## src/rtl/cskipa_pkg.sv

```systemverilog
// cskipa_pkg: shared FSM state type, slice width and slice-count helpers for the carry-skip subtractor
package cskipa_pkg;
    typedef enum logic [1:0] {IDLE, RUN, DONE} state_t;
    localparam int SLICE_W = 4;
    function automatic int num_slices(input int width);
        return (width + SLICE_W - 1) / SLICE_W;
    endfunction
    function automatic int top_slice_w(input int width);
        return (width % SLICE_W == 0) ? SLICE_W : width % SLICE_W;
    endfunction
endpackage

```

## src/rtl/cskip_sub_slice.sv

```systemverilog
// cskip_sub_slice: W-bit carry-skip slice (a, b_n, cin -> sum, cout), skip mux bypasses ripple when all bits propagate
module cskip_sub_slice #(
    parameter int W = 4
) (
    input  logic [W-1:0] a,
    input  logic [W-1:0] b_n,
    input  logic         cin,
    output logic [W-1:0] sum,
    output logic         cout
);
    logic [W-1:0] p, g;
    logic         rip;
    assign p = a ^ b_n;
    assign g = a & b_n;
    always_comb begin
        logic c;
        c = cin;
        sum = '0;
        for (int i = 0; i < W; i++) begin
            sum[i] = p[i] ^ c;
            c = g[i] | (p[i] & c);
        end
        rip = c;
    end
    assign cout = &p ? cin : rip;
endmodule

```

## src/rtl/cskipa_sub_seq_25bit.sv

```systemverilog
// cskipa_sub_seq_25bit: A-B one 4-bit carry-skip slice per cycle; valid/ready in (i_valid/o_ready, i_minuend, i_subtrahend) and out (o_valid/i_ready, o_diff, o_borrow)
module cskipa_sub_seq_25bit
    import cskipa_pkg::*;
#(
    parameter int WIDTH = 25
) (
    input  logic             i_clk,
    input  logic             i_rst_n,
    input  logic             i_valid,
    output logic             o_ready,
    input  logic [WIDTH-1:0] i_minuend,
    input  logic [WIDTH-1:0] i_subtrahend,
    output logic             o_valid,
    input  logic             i_ready,
    output logic [WIDTH-1:0] o_diff,
    output logic             o_borrow
);
    localparam int NS    = num_slices(WIDTH);
    localparam int TOP_W = top_slice_w(WIDTH);
    localparam int PW    = NS * SLICE_W;
    localparam int KW    = NS > 1 ? $clog2(NS) : 1;
    localparam logic [KW-1:0] K_LAST = KW'(NS - 1);
    state_t             state, state_n;
    logic [KW-1:0]      k;
    logic [WIDTH-1:0]   a, b_n, diff_n;
    logic [PW-1:0]      a_pad, b_pad;
    logic [SLICE_W-1:0] sum;
    logic [SLICE_W:0]   ext;
    logic               carry, cout, last, accept;
    assign a_pad   = PW'(a);
    assign b_pad   = PW'(b_n);
    assign ext     = {cout, sum};
    assign last    = k == K_LAST;
    assign o_ready = state == IDLE;
    assign o_valid = state == DONE;
    assign accept  = i_valid && o_ready;
    cskip_sub_slice #(.W(SLICE_W)) u_slice (
        .a   (a_pad[int'(k) * SLICE_W +: SLICE_W]),
        .b_n (b_pad[int'(k) * SLICE_W +: SLICE_W]),
        .cin (carry),
        .sum (sum),
        .cout(cout)
    );
    always_comb begin
        diff_n = o_diff;
        for (int i = 0; i < WIDTH; i++)
            if (i / SLICE_W == int'(k)) diff_n[i] = sum[i % SLICE_W];
    end
    always_comb begin
        state_n = (state == IDLE && i_valid) ? RUN :
                  (state == RUN && last)     ? DONE :
                  (state == DONE && i_ready) ? IDLE : state;
    end
    always_ff @(posedge i_clk) begin
        if (!i_rst_n) state <= IDLE;
        else state <= state_n;
    end
    // The top slice has zero-padded inputs above the real MSB, so the carry out of
    // bit WIDTH-1 shows up as the sum bit just above it (or as cout for a full slice).
    always_ff @(posedge i_clk) begin
        if (!i_rst_n) begin
            a        <= '0;
            b_n      <= '0;
            carry    <= 1'b0;
            k        <= '0;
            o_diff   <= '0;
            o_borrow <= 1'b0;
        end else if (accept) begin
            a        <= i_minuend;
            b_n      <= ~i_subtrahend;
            carry    <= 1'b1;
            k        <= '0;
            o_diff   <= '0;
            o_borrow <= 1'b0;
        end else if (state == RUN) begin
            o_diff <= diff_n;
            carry  <= cout;
            k      <= last ? '0 : k + 1'b1;
            if (last) o_borrow <= ~ext[TOP_W];
        end
    end
endmodule

```

## config.mk

```make
export PLATFORM = sky130hd
export DESIGN_NAME = cskipa_sub_seq_25bit
export DESIGN_NICKNAME = d
export VERILOG_FILES = /design/src/rtl/cskipa_pkg.sv /design/src/rtl/cskip_sub_slice.sv /design/src/rtl/cskipa_sub_seq_25bit.sv
export SDC_FILE = /design/constraint.sdc
export NUM_CORES = 1
export LEC_CHECK = 0
export CORE_MARGIN = 1
export CORE_UTILIZATION = 42
export CTS_BUF_LIST = sky130_fd_sc_hd__clkbuf_8
export CTS_CLUSTER_SIZE = 16
export DETAILED_ROUTE_END_ITERATION = 10
export PLACE_DENSITY = 0.68
export SYNTH_ARGS = -nofsm -noshare
export SYNTH_HDL_FRONTEND = slang
export SYNTH_SLANG_ARGS = --single-unit
```

## constraint.sdc

```tcl
create_clock -name i_clk -period 7.1 [get_ports i_clk]
set_clock_uncertainty 0.2 [all_clocks]
set_input_delay 1.42 -clock i_clk [delete_from_list [all_inputs] [get_ports i_clk]]
set_output_delay 1.42 -clock i_clk [all_outputs]
set_load 0.01 [all_outputs]
```

**After elaboration in Yosys (flattened, before gate mapping)**

Cells that the tools add are included.

- Bits in registers: 82
- Input port bits: 54
- Word-level logic and storage cells: 70
- Output and inout bits: 28

- Equal/unequal tests: 10
- Add/sub/neg operators: 1
- Shift-type cells: 2
- Bitwise gates (word level): 17
- Reductions and logical operators: 19
- Muxes and demuxes: 7

Operators with widths:

| cell | number |
|---|---|
| $shiftx A28 B6 Y4 | 2 |
| $not A25 Y25 | 1 |
| $reduce_and A2 Y1 | 9 |
| $eq A3 B3 Y1 const A | 4 |
| $eq A2 B3 Y1 const A | 2 |
| $and A1 B1 Y1 | 4 |
| $and A4 B4 Y4 | 1 |
| $mux W1 | 4 |
| $mux W2 | 2 |
| $or A1 B1 Y1 | 4 |
| $reduce_and A4 Y1 | 1 |
| $reduce_bool A2 Y1 | 2 |
| $xor A1 B1 Y1 | 4 |
| $xor A4 B4 Y4 | 1 |
| $add A3 B1 Y3 const B | 1 |
| $eq A3 B3 Y1 const B | 1 |
| $logic_and A1 B1 Y1 | 3 |
| $logic_not A3 Y1 | 1 |
| $mux W3 | 1 |
| $reduce_bool A3 Y1 | 1 |
| $eq A2 B1 Y1 const B | 1 |
| $eq A2 B2 Y1 const B | 1 |
| $logic_not A2 Y1 | 1 |
| $ne A2 B2 Y1 const B | 1 |
| other kinds (2) | 3 |

**Logic depth before layout (Yosys ltp)**

Gate-level depths: netlist (run 1).

- Word-level depth: 13
- Gate-level depth with buffers: 14
- Mapped depth without buffers: 12

**By module**

A second synthesis (run 1) with hierarchy kept.

- Cells, all modules: 406
- Area total of the unflattened synthesis: 3852.4 sq um

Modules (own cells, without submodules):

| module | seq. area each (sq um) | area an instance (sq um) | cells each | times used |
|---|---|---|---|---|
| cskipa_sub_seq_25bit | 1641.6 | 3672.3 | 387 | 1 |
| cskip_sub_slice | 0.0 | 180.2 | 19 | 1 |

**Worst setup path before layout (run 1)**

No wires, ideal clock.

- Path kind: register to register
- From: reg k[0]
- To: reg o_diff[11]
- Setup slack: 4002 ps
- Buffers on the path: 2
- Setup time: 91 ps
- Data required time: 6809 ps
- Arrival: 2807 ps
- Clock period less this slack: 3098 ps
- Stages on the path, launching flop included: 13
- Path through: dfxtp_1 -> buf_6 -> buf_6 -> nor2_1 -> a22oi_1 -> nand2_1 -> fa_1 -> fa_1 -> inv_1 -> fa_1 -> inv_1 -> fa_1 -> a311oi_1

- Word-level cells in the longest chain between the ends: 9
- Elaborated cells between the ends (all ways): 13
- Classes of those cells: 1 x eq/ne; 2 x shift; 9 x bitwise; 1 x reduce/logical

RTL lines:

| what | RTL line | text |
|---|---|---|
| start, declared | cskipa_sub_seq_25bit.sv:24 | `logic [KW-1:0] k;` |
| start signal, assigned | cskipa_sub_seq_25bit.sv:78 | `k <= last ? '0 : k + 1'b1;` |
| $shiftx A28 B6 Y4, on equally long branches | cskipa_sub_seq_25bit.sv:38, cskipa_sub_seq_25bit.sv:39 |  |
| $xor A4 B4 Y4 | cskip_sub_slice.sv:13 | `assign p = a ^ b_n;` |
| $and A1 B1 Y1 | cskip_sub_slice.sv:21 | `c = g[i] \| (p[i] & c);` |
| $or A1 B1 Y1 | cskip_sub_slice.sv:21 |  |
| $and A1 B1 Y1 | cskip_sub_slice.sv:21 |  |
| $or A1 B1 Y1 | cskip_sub_slice.sv:21 |  |
| $and A1 B1 Y1 | cskip_sub_slice.sv:21 |  |
| $or A1 B1 Y1 | cskip_sub_slice.sv:21 |  |
| $xor A1 B1 Y1 | cskip_sub_slice.sv:20 | `sum[i] = p[i] ^ c;` |
| end signal, assigned | cskipa_sub_seq_25bit.sv:76 | `o_diff <= diff_n;` |
| end, declared | cskipa_sub_seq_25bit.sv:15 | `output logic [WIDTH-1:0] o_diff,` |

Several ways; a longest one is shown, not always the timed one.
A chain may end at the register's enable or synchronous reset.

**Final worst setup path (run 1)**

- From: reg k[1]
- To: reg o_diff[11]

The elaborated chain is that of the path after synthesis.

==> results of run 1 <==
[kinds of logic after synthesis]
logic type                 Yosys count  synth area share
and+or+nand+nor                    150             0.188
AOI/OAI and AO/OA                   95             0.195
DFF                                 82             0.424
buffers and inverters               40            0.0611
muxes                               37            0.0956
adders and majority gates            9            0.0368
[layout make-up]
class / instances / share of cell area
timing repair buffer: 83 / 0.169
clock buffer: 11 / 0.0312
inverter: 6 / 0.00464
clock inverter: 5 / 0.0178
multi-input combinational: 291 / 0.412
sequential: 82 / 0.338
tap: 108 / 0.0278
[registers in the layout, summed over array words and instances, names as in the netlist]
name,cells
b_n,25
a,25
o_borrow,1
o_diff,25
state,2
k,3
carry,1
[per-layer routing]
| metal | vias to the layer above | part of all wire |
|---|---|---|
| li1 | 1564 | - |
| met1 | 1488 | 0.46 |
| met2 | 67 | 0.49 |
| met3 | 6 | 0.039 |
| met4 | 0 | 0.0090 |
| met5 | - | 0 |
[critical path: stages (launching register included)]
cell and delay (ps):
dfxtp_1 800, buf_4 420, mux2i_1 120, a22oi_1 220, nand2_1 120, fa_1 450, fa_1 370, inv_1 70
fa_1 150, inv_1 50, fa_1 570, a311oi_1 290
[where the power goes]
group / internal, mW / switching, mW / leakage (nW)
logic: 0.0704 / 0.0700 / 1.19
clock network: 0.219 / 0.168 / 0.120
registers: 0.482 / 0.0168 / 0.671
total: 0.772 / 0.255 / 1.98
[per-stage QoR]
stage               cells  instance area, um2   util
floorplan             413                3870      -
global placement      570                4620  0.525
detailed placement    570                4620  0.525
CTS                   586                4860  0.552
global route          586                4860  0.552
finish                586                4860  0.552
[cells in the final DEF (no fill, tap or decap), drive strengths merged, types with 5 or more instances in the layout]
cell type      instances
dfxtp                 82
nand2                 82
clkdlybuf4s50         80
mux2i                 37
o211a                 25
a21boi                25
nor2                  18
a21oi                 15
nand3                 14
clkbuf                11
a211oi                 8
inv                    6
or3                    5
nor2b                  5
and2                   5
o21ai                  5
a311oi                 5
ha                     5
[final timing paths]
path,endpoint,cells after the start
max,o_diff[11]$_SDFFE_PP0P_,11
min reg2reg,a[12]$_SDFFE_PN0P_,2
min,a[12]$_SDFFE_PN0P_,2
max reg2reg,o_diff[11]$_SDFFE_PP0P_,11
==> metrics.yaml, run 1 <==
worstPathArrival_ps: 4000
finalHoldViolations: 0
worst_slew_pin_slew_ps: 1340
max_clock_freq_mhz: 254
post-cts-setup-buffers: 0
multiInputGateArea_mm2: 0.00200
setup_tns_ps: 0
synth_area_leaders: "dfxtp_1, mux2i_1, nand2_1, o211a_1, a21boi_0"
core_area_mm2: 0.00881
grt_pass1_wl_um: 14100
ys.flop_type: "dfxtp_1"
syn_area_mm2: 0.00387
syn_area_per_cell_um2: 9.38
finalCritPeriodShare: 0.554
hold_start: "a[12]$_SDFFE_PN0P_"
startpoint: "k[1]$_SDFFE_PP0P_"
synth_top_cell_area_share: 0.424
start_util: 0.440
fin_hold_ws_ps: 267
clk_latency_ps: 350
yosysMostFrequentCell: "dfxtp_1"
async_flop_share: 0
timing.rr.start: "k[1]$_SDFFE_PP0P_"
cts_tree: "built"
first_iter_violations: 149
critPathKind: "register to register"
ys_seq_elements: 82
drive_gt1_frac: 0.0628
ant_nets: 0
regArea_mm2: 0.00164
power_density_mw_per_mm2: 211
overflow: 0
fin_crit_ps: 3940
die_width_um: 98.0
maxSlewViolCount: 0
synth_common_cells: "dfxtp_1, nand2_1, mux2i_1, o211a_1, a21boi_0"
fp-row-count: 34
post_cts_resized: 0
synth_nets: 476
fin_nets: 536
totalWireLength_um: 8570
h-tree-depth: 3
dieArea_mm2: 0.00961
ctsHoldBuffers: 0
cts-root-buf: "clkbuf_8"
maxCapViolCount: 0
grtUsageMet3: 0.0508
grt_setup_unrepaired: "no"
grtUsageMet1: 0.231
slew_headroom: 0.104
grt_pass1_vias: 3021
path_max_fanout: 21
drc: 5
drt_pass1_iterations: 7
status: "finished, violations left"
yosys_warnings: 0
hp-class: "register to register"
diodes: 0
grtUsageTotal: 0.184
setup_viol: 0
dp_hpwl_um: 6070
ir_worst_vdd_mv: 0.115
p_leak_nw: 1.98
antenna_found_initial: 0
critPathCaptureType: "register"
die_h_um: 98.0
area_growth_pct: 25.5
rrSetupSlack_ps: 3160
fillers: 793
yosys.area.top_type: "dfxtp_1"
vias: 3125
met2_usage: 0.310
viasPerCell: 5.33
grt_max_degree: 76
synthCells: 413
cp_data_required_time_ps: 7160
cts_buffers: 9
portBuffers: 81
wl_per_cell_um: 14.6
start_kind: "register"
power_mw: 1.03
io_pins: 82
clkSinkCount: 82
synth-edff-count: 0
yosysUniqueCellTypes: 46
clkTransAtPathRegs_ps: 90
violations: "design-rule violations"
gp_congestion: 0.799
top_usage_layer: "met2"
yosysSeqAreaShare: 0.424
setup_ws_ps: 3160
clockBufferDepth: 2
dp_slack_ps: 3000
No activity file was read; power rests on OpenSTA's default activity.
==> run 2: changes to the inputs <==
==> constraint.sdc (replaced) <==
create_clock -name i_clk -period 3.9 [get_ports i_clk]
set_clock_uncertainty 0.2 [all_clocks]
set_input_delay 0.78 -clock i_clk [delete_from_list [all_inputs] [get_ports i_clk]]
set_output_delay 0.78 -clock i_clk [all_outputs]
set_load 0.01 [all_outputs]
==> run 2 against run 1 <==
Net effect:
- the flow still finishes with violations (design-rule violations)
- flip-flop and latch count stayed put
- critical path type unchanged
- routed wire length is 0.65% higher
- die area stayed put
- global-route usage is 0.50 points higher
- cell count is 0.85% higher
- highest routed layer unchanged
- non-clock buffer count is 5 higher
- via count is 1.1% lower
- sequential power is 82% higher
- hold slack worse by 11 ps
- critical path depth is 1 lower
==> metrics.yaml, run 2 (synthesis gave the netlist of run 1 again) <==
slowest_delay_ps: 760  # -40 ps
hp-class: "register to register"
portBuffers: 81  # unchanged
layout_common_cells: "dfxtp_1, nand2_1, clkdlybuf4s50_1"
totalWireLength_um: 8630  # +0.65%
overflow: 0  # unchanged
violations: "design-rule violations"
max_clock_freq_mhz: 289  # +14%
start_util: 0.440  # unchanged
cts_buffers: 9  # unchanged
critPathCaptureType: "register"
p_leak_nw: 2.01  # +1.5%
reg.largest.list: "a: 25 flops, b_n: 25 flops, o_diff: 25 flops"
grt_pass1_vias: 3010  # -0.36%
maxCapViolCount: 0  # unchanged
die_width_um: 98.0  # unchanged
critPathKind: "register to register"
grt_max_degree: 76  # unchanged
drt_pass1_iterations: 8  # +1
gp_congestion: 0.865  # +8.3%
first_iter_violations: 148  # -0.67%
post_cts_resized: 0  # unchanged
grt_setup_unrepaired: "no"
clkTransAtPathRegs_ps: 80  # about the same
wl_per_cell_um: 14.6  # -0.20%
clkSinkCount: 82  # unchanged
maxSlewViolCount: 0  # unchanged
path_max_fanout: 16  # -24%
dp_hpwl_um: 6280  # +3.4%
reg2reg_depth: 10  # -1
finalHoldViolations: 0  # unchanged
die_h_um: 98.0  # unchanged
clk_latency_ps: 350  # about the same
ant_nets: 0  # unchanged
slew_headroom: 0.550  # +0.446
start_kind: "register"
crit_top_cell: "fa_1"
fin_hold_ws_ps: 256  # -11.3 ps
cp_data_required_time_ps: 3960  # -3200 ps
drive_gt1_frac: 0.0704  # +0.00763
setup_tns_ps: 0  # unchanged
cts_tree: "built"
power_density_mw_per_mm2: 383  # +81%
ctsHoldBuffers: 0  # unchanged
status: "finished, violations left"
crit_chain: "nor2_1, a22oi_1, nand2_1, fa_1, fa_1, inv_1, fa_1, inv_1, fa_1, a311oi_1"
area_growth_pct: 26.4
finalCritPeriodShare: 0.888  # +0.334
cp_slowest_cell: "dfxtp_1"
core_area_mm2: 0.00881  # unchanged
dieArea_mm2: 0.00961  # unchanged
diodes: 0  # unchanged
cts-root-buf: "clkbuf_8"
h-tree-depth: 3  # unchanged
worstPathArrival_ps: 3530  # -470 ps
grtUsageTotal: 0.189  # +0.00504
fin_nets: 541  # +0.93%
grt_pass1_wl_um: 14500  # +2.4%
whs_path_depth: 2  # unchanged
clockBufferDepth: 2  # unchanged
setup_viol: 0  # unchanged
worst_slew_pin_slew_ps: 675  # -669 ps
fp-row-count: 34  # unchanged
fin_crit_ps: 3460  # -470 ps
antenna_found_initial: 0  # unchanged
ir_worst_vdd_mv: 0.197  # +71%
layout_commonest_cell: "dfxtp_1"
io_pins: 82  # unchanged
drc: 5  # unchanged
viasPerCell: 5.23  # -1.9%
post-cts-setup-buffers: 0  # unchanged
vias: 3091  # -1.1%
run 2: worst max-delay path, delay by kind of cell, from the launching register on:
kind	cells	cell delay, ps
buffers and inverters	2	120
AND/OR/NAND/NOR	2	260
flip-flops	1	760
AO/OA/AOI/OAI	2	540
adder cells (fa/ha/maj)	4	1500
run 2: final timing paths:
path / startpoint / to / slack [ps]
hold reg to reg: a[11]$_SDFFE_PN0P_ / a[11]$_SDFFE_PN0P_ / 260
hold / removal: a[11]$_SDFFE_PN0P_ / a[11]$_SDFFE_PN0P_ / 260
setup / recovery: k[0]$_SDFFE_PP0P_ / o_diff[11]$_SDFFE_PP0P_ / 440
setup reg to reg: k[0]$_SDFFE_PP0P_ / o_diff[11]$_SDFFE_PP0P_ / 440
run 2: cell type report:
type / count / area (um2)
sequential: 82 / 1640
inverter: 6 / 22.5
clock inverter: 4 / 72.6
clock buffer: 12 / 165
tap: 108 / 135
timing repair buffer: 88 / 858
multi-input combinational: 291 / 2000
fill: 793 / 3910
run 2: metrics by stage:
stage	total power [mW]	util	setup slack [ps]	std cells	area [um2]
2_1_floorplan	1.08	-	802	413	3870
3_3_place_gp	1.18	0.529	553	575	4660
3_5_place_dp	1.19	0.529	458	575	4660
4_1_cts	1.90	0.556	445	591	4900
5_1_grt	1.96	0.556	175	591	4900
6_report	1.88	0.556	435	591	4900
run 2: report_power, final:
| part | switching (mW) | internal, mW |
|---|---|---|
| Clock | 0.299 | 0.413 |
| Sequential | 0.0291 | 0.878 |
| Combinational | 0.126 | 0.129 |
run 2: layer usage:
layer / wire [um] / global-route usage
met5: 0 / 0
met1: 4030 / 0.237
met3: 353 / 0.0415
met4: 123 / 0.0734
met2: 4120 / 0.315
==> RTL edit (config.mk and constraints of run 1) <==
`WIDTH`: 25 -> 50.
--- a/src/rtl/cskipa_sub_seq_25bit.sv
+++ b/src/rtl/cskipa_sub_seq_25bit.sv
@@ -3,5 +3,5 @@
     import cskipa_pkg::*;
 #(
-    parameter int WIDTH = 25
+    parameter int WIDTH = 50
 ) (
     input  logic             i_clk,
Interface: changed (resized i_minuend, i_subtrahend and o_diff); port bits go from 82 to 157. The function was not compared with the original's and may differ.
==> RTL edit against run 1 <==
  * Die area increased by 80%
  * Non-clock buffer count increased by 80
  * Total power increased by 82%
  * Cell count increased by 85%
  * Core utilization increased by 0.21 points
  * Area after synthesis increased by 82%
  * Sequential cell count increased by 76
  * Setup slack got worse by 420 ps
  * Final area increased by 84%
  * Critical path depth decreased by 1
  * Clock power increased by 65%
  * Wire length increased by 110%
==> RTL edit: results (changes against run 1) <==
* # Post-CTS Setup Buffers at 0 (unchanged)
* DR vias/cell at 5.41 (+1.5%)
* 1st-iter DRT viols at 442 (+200%)
* Crit-path max FO at 23 (+9.5%)
* 1st-pass router iterations at 5 (-2)
* Final GP Congestion at 0.831 (+4.0%)
* Largest net degree at the start of global routing at 105 (+38%)
* Net count after synthesis at 863 (+81%)
* H-tree Lvls at 4 (+1)
* Largest regs: a (50), b_n (50), o_diff (50)
* Skew-Pair Late Insertion Delay at 450 ps (+100 ps)
* Placed Instances at 1056 (+85%)
* IO buf count at 156 (+93%)
* HPWL Detailed at 12.8 mm (+110%)
* Total GRT Usage at 0.211 (+0.0270)
* Layout cell share with drive strength beyond 1 at 0.0563 (-0.00644)
* Data arrival, critical path at 4440 ps (+440 ps)
* Least-Margin Pin Slew at 1040 ps (-304 ps)
* Synth cell count leaders: nand2_1 (168), dfxtp_1 (158), a21oi_1 (57), a21boi_0 (51), o211a_1 (50)
* Tcrit/Tclk final at 0.614 (+0.0595)
* Sequential element share of the synthesized area at 0.449 (+0.0252)
* Top post-synthesis cells by area: dfxtp_1 (45%), nand2_1 (9.0%), o211a_1 (7.1%)
* First-pass GRT wire length at 29.0 mm (+110%)
* Status: finished, final reports clean
* Drt total wl at 18.1 mm (+110%)
* Maximum vdd ir drop at 0.137 mV (+20%)
* Via count at 5880 (+88%)
* CTS Buf Count at 17 (+8)
* Reg2reg setup slack at 2740 ps (-420 ps)
* Place WS at 2740 ps (-258 ps)
==> RTL edit: power breakdown <==
part	internal, mW	total (mW)	switching [mW]
registers	0.931	0.958	0.0269
logic	0.131	0.271	0.140
clock network	0.330	0.638	0.308
total	1.39	1.87	0.475
==> RTL edit: critical path, cell delays in order, from the launching register on <==
cell      delay [ps]
dfxtp_1          640
and2b_1          890
a22o_1           260
a31oi_1           70
fa_1             400
inv_1             80
fa_1             170
inv_1             60
fa_1             430
fa_1             820
a311oi_1         180
==> RTL edit: worst paths after layout <==
check / startpoint / to / cells after the start
worst max-delay path: k[3] / o_diff[11] / 10
worst min-delay path: a[21] / a[21] / 2
worst max register to register: k[3] / o_diff[11] / 10
worst min register to register: a[21] / a[21] / 2
==> RTL edit: metrics by stage <==
| stage | cell area, um2 | hold WS, ps |
|---|---|---|
| 2_1_floorplan | 7040 | 239 |
| 3_3_place_gp | 8550 | 252 |
| 3_5_place_dp | 8550 | 258 |
| 4_1_cts | 8920 | 270 |
| 5_1_grt | 8920 | 286 |
| 6_report | 8920 | 272 |
==> RTL edit: logic make-up (layout without fill, tap and decap cells) <==
| logic type | Yosys count | in the layout | synth area share |
|---|---|---|---|
| fa+ha+maj | 12 | 12 | 0.0256 |
| xor+xnor | 2 | 2 | 0.00249 |
| compound gates | 226 | 226 | 0.230 |
| flops | 158 | 158 | 0.449 |
| mux | 28 | 28 | 0.0817 |
| simple gates | 245 | 245 | 0.154 |
| buf+inv | 76 | 199 | 0.0568 |
==> RTL edit: final cells by class <==
class                      count  area (um2)
multi-input combinational    513        3490
clock inverter                10        98.8
sequential                   158        3160
inverter                       6        22.5
fill                        1439        7190
tap                          216         270
clock buffer                  20         275
timing repair buffer         163        1610
==> RTL edit: layer usage <==
| metal | part of all wire | vias up | global-route usage | wire length (um) |
|---|---|---|---|---|
| li1 | - | 2876 | - | - |
| met1 | 0.44 | 2778 | 0.265 | 7950 |
| met2 | 0.49 | 207 | 0.359 | 8780 |
| met3 | 0.062 | 19 | 0.0459 | 1120 |
| met4 | 0.012 | 0 | 0.0607 | 212 |
| met5 | 0 | - | 0 | 0 |
